<file path="config.mk">
export PLATFORM = sky130hd
export DESIGN_NAME = vga_timing_gen
export DESIGN_NICKNAME = d
export VERILOG_FILES = /design/src/rtl/vga_timing_pkg.sv /design/src/rtl/vga_timing_gen_sync_delay_line.sv /design/src/rtl/vga_timing_gen.sv
export SDC_FILE = /design/constraint.sdc
export NUM_CORES = 1
export LEC_CHECK = 0
export CAP_MARGIN = 0
export CORE_MARGIN = 2
export CORE_UTILIZATION = 55
export CTS_BUF_LIST = sky130_fd_sc_hd__clkbuf_4 sky130_fd_sc_hd__clkbuf_8
export CTS_CLUSTER_DIAMETER = 50
export CTS_CLUSTER_SIZE = 24
export DETAILED_ROUTE_END_ITERATION = 7
export PLACE_DENSITY = 0.87
export SYNTH_ARGS = -nofsm -noshare
export SYNTH_HDL_FRONTEND = slang
export SYNTH_HIERARCHICAL = 1
export SYNTH_SLANG_ARGS = --single-unit
</file>
<file path="constraint.sdc">
create_clock -name vga_clk -period 3.2 [get_ports vga_clk]
set_clock_uncertainty 0.2 [all_clocks]
set_input_delay 0.48 -clock vga_clk [delete_from_list [all_inputs] [get_ports vga_clk]]
set_output_delay 0.48 -clock vga_clk [all_outputs]
set_load 0.1 [all_outputs]
</file>
<file path="src/rtl/vga_timing_pkg.sv">
`default_nettype none
// ============================================================================
// Module      : vga_timing_pkg
// Description : Shared constants for the VGA raster generator: default
//               640x480@60 Hz timing, counter width and legality limits,
//               sync polarity, delay-line reset fill values, and helpers
//               that derive line/frame totals from the porch/sync widths.
// Revision    : 1.0 - initial release
// ============================================================================
package vga_timing_pkg;

    // Default 640x480@60 Hz timing for a 25 MHz pixel clock
    localparam int c_DEF_H_VISIBLE = 640;
    localparam int c_DEF_H_FP      = 16;
    localparam int c_DEF_H_SYNC    = 96;
    localparam int c_DEF_H_BP      = 48;
    localparam int c_DEF_V_VISIBLE = 480;
    localparam int c_DEF_V_FP      = 10;
    localparam int c_DEF_V_SYNC    = 2;
    localparam int c_DEF_V_BP      = 33;
    localparam int c_DEF_PIPE_DLY  = 2;

    // Counter width and the largest totals / delay it can represent
    localparam int c_CNT_W        = 10;
    localparam int c_MAX_TOTAL    = 1 << c_CNT_W;
    localparam int c_MAX_PIPE_DLY = 7;

    // Both syncs are active-low
    localparam logic SYNC_ACTIVE = 1'b0;

    // Values held by every delay-line stage while in reset
    localparam logic c_HS_FILL    = ~SYNC_ACTIVE;
    localparam logic c_VS_FILL    = ~SYNC_ACTIVE;
    localparam logic c_BLANK_FILL = 1'b0;

    function automatic int h_total(input int vis, input int fp, input int sync, input int bp);
        return vis + fp + sync + bp;
    endfunction

    function automatic int v_total(input int vis, input int fp, input int sync, input int bp);
        return vis + fp + sync + bp;
    endfunction

endpackage
`default_nettype wire

</file>
<file path="src/rtl/vga_timing_gen_sync_delay_line.sv">
`default_nettype none
// ============================================================================
// Module      : sync_delay_line
// Description : DEPTH x WIDTH shift register with a per-bit reset value.
//               DEPTH = 0 degenerates to a combinational pass-through.
// Ports       : clk      - clock
//               reset_n  - asynchronous active-low reset (loads RST_VAL)
//               i_d      - data in
//               o_q      - data out, i_d delayed DEPTH cycles
// Revision    : 1.0 - initial release
// ============================================================================
module sync_delay_line #(
    parameter int               DEPTH   = 2,
    parameter int               WIDTH   = 1,
    parameter logic [WIDTH-1:0] RST_VAL = '0
) (
    input  logic             clk,
    input  logic             reset_n,
    input  logic [WIDTH-1:0] i_d,
    output logic [WIDTH-1:0] o_q
);

    generate
        if (DEPTH == 0) begin : g_passthru
            // Clock and reset have no load here; fold them into a sink
            logic w_unused_clk_rst;
            assign w_unused_clk_rst = clk ^ reset_n;
            assign o_q = i_d;
        end else begin : g_shift
            logic [WIDTH-1:0] r_stage [DEPTH];

            always_ff @(posedge clk or negedge reset_n) begin
                if (!reset_n) begin
                    for (int i = 0; i < DEPTH; i++) begin
                        r_stage[i] <= RST_VAL;
                    end
                end else begin
                    r_stage[0] <= i_d;
                    for (int i = 1; i < DEPTH; i++) begin
                        r_stage[i] <= r_stage[i-1];
                    end
                end
            end

            assign o_q = r_stage[DEPTH-1];
        end
    endgenerate

endmodule
`default_nettype wire

</file>
<file path="src/rtl/vga_timing_gen.sv">
`default_nettype none
// ============================================================================
// Module      : vga_timing_gen
// Description : VGA raster timing generator. DrawX/DrawY are the pixel and
//               line counters; blank/hs/vs/line_start/frame_start are
//               registered decodes of the next counter value so they line up
//               with the counters. hs_d/vs_d/blank_d are the same strobes
//               delayed PIPE_DLY cycles to match the drawers' colour latency.
// Ports       : vga_clk     - pixel clock
//               reset_n     - asynchronous active-low reset
//               DrawX/DrawY - current column / line
//               blank       - 1 on visible pixels
//               hs/vs       - active-low syncs aligned with DrawX/DrawY
//               hs_d/vs_d/blank_d - syncs/blank delayed PIPE_DLY cycles
//               line_start  - pulse at DrawX == 0
//               frame_start - pulse at DrawX == 0 and DrawY == 0
//               frame_count - frames started since reset, wrapping
// Revision    : 1.0 - initial release
// ============================================================================
module vga_timing_gen
    import vga_timing_pkg::*;
#(
    parameter int H_VISIBLE = c_DEF_H_VISIBLE,
    parameter int H_FP      = c_DEF_H_FP,
    parameter int H_SYNC    = c_DEF_H_SYNC,
    parameter int H_BP      = c_DEF_H_BP,
    parameter int V_VISIBLE = c_DEF_V_VISIBLE,
    parameter int V_FP      = c_DEF_V_FP,
    parameter int V_SYNC    = c_DEF_V_SYNC,
    parameter int V_BP      = c_DEF_V_BP,
    parameter int PIPE_DLY  = c_DEF_PIPE_DLY
) (
    input  logic                vga_clk,
    input  logic                reset_n,
    output logic [c_CNT_W-1:0]  DrawX,
    output logic [c_CNT_W-1:0]  DrawY,
    output logic                blank,
    output logic                hs,
    output logic                vs,
    output logic                hs_d,
    output logic                vs_d,
    output logic                blank_d,
    output logic                line_start,
    output logic                frame_start,
    output logic [15:0]         frame_count
);

    localparam int c_H_TOTAL  = h_total(H_VISIBLE, H_FP, H_SYNC, H_BP);
    localparam int c_V_TOTAL  = v_total(V_VISIBLE, V_FP, V_SYNC, V_BP);
    localparam int c_HS_START = H_VISIBLE + H_FP;
    localparam int c_HS_END   = H_VISIBLE + H_FP + H_SYNC;
    localparam int c_VS_START = V_VISIBLE + V_FP;
    localparam int c_VS_END   = V_VISIBLE + V_FP + V_SYNC;

    localparam logic [c_CNT_W-1:0] c_H_LAST = c_CNT_W'(c_H_TOTAL - 1);
    localparam logic [c_CNT_W-1:0] c_V_LAST = c_CNT_W'(c_V_TOTAL - 1);

    localparam logic c_PARAMS_OK = (c_H_TOTAL >= 1) && (c_H_TOTAL <= c_MAX_TOTAL) &&
                                   (c_V_TOTAL >= 1) && (c_V_TOTAL <= c_MAX_TOTAL) &&
                                   (PIPE_DLY >= 0) && (PIPE_DLY <= c_MAX_PIPE_DLY);

    logic [c_CNT_W-1:0] r_x;
    logic [c_CNT_W-1:0] r_y;
    logic               r_blank;
    logic               r_hs;
    logic               r_vs;
    logic               r_line_start;
    logic               r_frame_start;
    logic [15:0]        r_frame_count;

    logic [c_CNT_W-1:0] w_x_nxt;
    logic [c_CNT_W-1:0] w_y_nxt;
    logic               w_x_wrap;
    int                 w_x_int;
    int                 w_y_int;
    logic               w_frame_nxt;
    logic [2:0]         w_dly_q;

    // Next counter value; every decode below looks at it so the registered
    // strobes describe the same pixel as the registered counters.
    always_comb begin
        w_x_wrap = (r_x == c_H_LAST);
        w_x_nxt  = w_x_wrap ? '0 : r_x + 1'b1;
        w_y_nxt  = r_y;
        if (w_x_wrap) begin
            w_y_nxt = (r_y == c_V_LAST) ? '0 : r_y + 1'b1;
        end
        // Compare in 32 bits so a sync edge at exactly 1024 still works
        w_x_int     = int'(w_x_nxt);
        w_y_int     = int'(w_y_nxt);
        w_frame_nxt = (w_x_nxt == '0) && (w_y_nxt == '0);
    end

    always_ff @(posedge vga_clk or negedge reset_n) begin
        if (!reset_n) begin
            r_x           <= c_H_LAST;
            r_y           <= c_V_LAST;
            r_blank       <= 1'b0;
            r_hs          <= ~SYNC_ACTIVE;
            r_vs          <= ~SYNC_ACTIVE;
            r_line_start  <= 1'b0;
            r_frame_start <= 1'b0;
            r_frame_count <= '0;
        end else begin
            r_x           <= w_x_nxt;
            r_y           <= w_y_nxt;
            r_blank       <= (w_x_int < H_VISIBLE) && (w_y_int < V_VISIBLE);
            r_hs          <= ((w_x_int >= c_HS_START) && (w_x_int < c_HS_END)) ?
                             SYNC_ACTIVE : ~SYNC_ACTIVE;
            r_vs          <= ((w_y_int >= c_VS_START) && (w_y_int < c_VS_END)) ?
                             SYNC_ACTIVE : ~SYNC_ACTIVE;
            r_line_start  <= (w_x_nxt == '0);
            r_frame_start <= w_frame_nxt;
            if (w_frame_nxt) begin
                r_frame_count <= r_frame_count + 16'd1;
            end
        end
    end

    // Parameter legality guard for simulation
    always_ff @(posedge vga_clk) begin
        assert (c_PARAMS_OK)
            else $error("vga_timing_gen: totals must be 1..1024 and PIPE_DLY 0..7");
    end

    sync_delay_line #(
        .DEPTH   (PIPE_DLY),
        .WIDTH   (3),
        .RST_VAL ({c_HS_FILL, c_VS_FILL, c_BLANK_FILL})
    ) u_sync_dly (
        .clk     (vga_clk),
        .reset_n (reset_n),
        .i_d     ({r_hs, r_vs, r_blank}),
        .o_q     (w_dly_q)
    );

    assign DrawX       = r_x;
    assign DrawY       = r_y;
    assign blank       = r_blank;
    assign hs          = r_hs;
    assign vs          = r_vs;
    assign line_start  = r_line_start;
    assign frame_start = r_frame_start;
    assign frame_count = r_frame_count;
    assign hs_d        = w_dly_q[2];
    assign vs_d        = w_dly_q[1];
    assign blank_d     = w_dly_q[0];

endmodule
`default_nettype wire

</file>
==> reports/qor.yml <==
outcome: "completed"
yosysWarningCount: 6
initial_core_util_pct: 56.99
dieWidth_um: 73.73
layout-drive-gt1-share_pct: 37.76
syn_area_per_cell_um2: 10.96
ir_drop_v: 0.0002115
synthesis.nets: 251
initialDrtViolationCount: 133
viasPerCell: 5.876
p_leak_nw: 1.518
post_cts_resized: 0
arrival_ns: 3.02
gp_congestion: 0.8404
dieHeight_um: 73.73
core_area_um2: 4692
cap_violations: 0
worstMarginPinSlew_ns: 1.010
grt_pass1_vias: 1908
endpoint_kind: "flop"
drv_slew: 0
n_antenna_cell: 0
hold_violations: 0
synthArstFlopShare_pct: 100.0
wl_met3_um: 267
synth_fa_ha_area_share_pct: 2.340
path_clk_slew_ns: 0.09
synthXorXnorAreaFrac_pct: 8.517
first_pass_iters: 4
required_ns: 3.19
wl_per_cell_um: 16.66
yosysUniqueCellTypes: 57
io_pins: 46
rsz0062_at_grt: "no"
cts_tree: "done"
synth_compound_area_share_pct: 9.312
synth_simple_gate_area_share_pct: 28.26
syn_inst: 244
synth-seq-cells: 47
dieArea_um2: 5435
grt_usage_pct: 22.28
routed.top_layer: "met4"
antenna_left: 0
clkSinkCount: 47
synth.area.mux_share_pct: 2.153
p_per_area_nw_per_um2: 334.5
vias: 2045
grt.overflow.total: 0
finalSetupViolCount: 0
hp-class: "in -> async"
yosysSeqAreaShare_pct: 44.74
synth_edf_count: 0
syn_area_um2: 2674
dp_hpwl_mm: 4.154
critical_path_class: "reg -> reg"
antenna_found_initial: 0
postRouteWirelength_mm: 5.799
tns_ns: 0
synth_top_family_by_area: "simple AND/OR/NAND/NOR gates"
post-route-drc-count: 0
met1Wirelength_mm: 2.560
synth_largest_area_cell: "dfrtp_1"
wl_met2_mm: 2.886
grt_pass1_wl_mm: 9.287
path_cells: "ha_1, and4_1, and3_1, buf_4, and2_1, o32ai_2, nand3_4, nor2_2, mux2_1"
ys.flop_type: "dfrtp_1"
final_common_cell: "buf_4"
slew_headroom_pct: 32.69
cp_slowest_stage_delay_ns: 0.50
nets: 300
crit_fanout: 12
clock_path_buffers: 2
cts_root_buffer: "clkbuf_8"
layout_min_cycle_time_ns: 3.030
numCtsBuffers: 5
start_kind: "flop"
h-tree-depth: 2
most-common-layout-cells: "55 x buf_4, 31 x dfrtp_1, 22 x nand2_1, 21 x xor2_1"
path_buf_inv: 1
fmax_mhz: 330.0
netlist.area_leader.share_pct: 29.01
slowest_stage: "dfstp_4"
cts_hold_buffers: 0
power_w: 0.001061
synth_area_leaders: "dfrtp_1 29%, dfstp_2 16%, xor2_1 6.9%, nor3_2 5.6%, nand2_1 3.1%"
num-fill-cells: 355
port_buffers: 45
clk_latency_ns: 0.31
fin_crit_sh_pct: 94.69
fp-row-count: 25
cts_setup_buffers: 0
critical-path-top-delay-family: "simple AND/OR/NAND/NOR gates"
grt_max_degree: 48
synthToLayoutAreaGrowth_pct: 18.67
## per-layer routing
layer	vias to the layer above	global-route usage (%)
li1	966	-
met1	1007	30.95
met2	64	36.11
met3	8	3.704
met4	0	6.061
met5	-	0
## where the power goes
group          total [W]  switching (W)  internal (W)
sequential      0.000594              0      0.000594
combinational  0.0000112      0.0000108   0.000000444
clock           0.000456       0.000219      0.000237
total            0.00106       0.000229      0.000832
## cells by family after synthesis
family,Yosys count
and+or+nand+nor,112
AOI/OAI and AO/OA,30
DFF,47
xor gates and xnor gates,26
adders and majority gates,5
muxes,5
buffers and inverters,19
## flip-flops by register name, summed over array words and instances (netlist names)
name / cells
hs: 1
DrawX: 10
vs: 1
u_sync_dly/o_q: 3
frame_count: 16
blank: 1
line_start: 1
DrawY: 10
frame_start: 1
u_sync_dly/g_shift.r_stage: 3
## cells in the mapped netlist, types with 6 or more instances
master	count
xor2_1	21
o21ai_0	8
dfrtp_1	31
nand2_1	22
dfstp_2	16
nor2_1	12
nand4_1	6
nor3_2	15
nand3_1	15
## path summary, 6_finish.rpt
path	from	to	slack, ns	depth (start not counted)
worst max-delay path	DrawX[0]$_DFF_PN1_	frame_count[1]$_DFFE_PN0P_	0.17	9
worst min-delay path	reset_n	DrawX[6]$_DFF_PN0_	0.14	1
worst max register to register	DrawX[0]$_DFF_PN1_	frame_count[1]$_DFFE_PN0P_	0.17	9
worst min register to register	u_sync_dly/g_shift.r_stage[4]$_DFF_PN1_	u_sync_dly/o_q[1]$_DFF_PN1_	0.16	0
max in group asynchronous	reset_n	frame_count[2]$_DFFE_PN0P_	2.03	1
min in group vga_clk	u_sync_dly/g_shift.r_stage[4]$_DFF_PN1_	u_sync_dly/o_q[1]$_DFF_PN1_	0.16	0
## worst register-to-register path, stage by stage, from the launching register on
cell	delay [ns]
dfstp_4	0.50
ha_1	0.26
and4_1	0.26
and3_1	0.18
buf_4	0.19
and2_1	0.18
o32ai_2	0.47
nand3_4	0.18
nor2_2	0.17
mux2_1	0.34
## per-stage QoR
step	cells	util, %	cell area, um2	worst slack, ns	hold WS (ns)
floorplan	244	-	2678	0.0004985	-0.01559
global placement	336	64.51	3027	0.2115	0.1345
detailed placement	336	64.51	3027	0.1323	0.1481
CTS	344	66.99	3143	0.1078	0.1611
global route	348	67.63	3173	0.005413	0.1688
finish	348	67.63	3173	0.1700	0.1356
## cell type report
class | instances | area, um2 | share of cell area, %
clock buffer | 5 | 68.82 | 2.169
clock inverter | 3 | 47.55 | 1.498
inverter | 5 | 18.77 | 0.5915
multi-input combinational | 178 | 1353 | 42.63
sequential | 47 | 1200 | 37.82
tap | 54 | 67.56 | 2.129
timing repair buffer | 56 | 417.9 | 13.17
(Power assumes the default switching activity.)
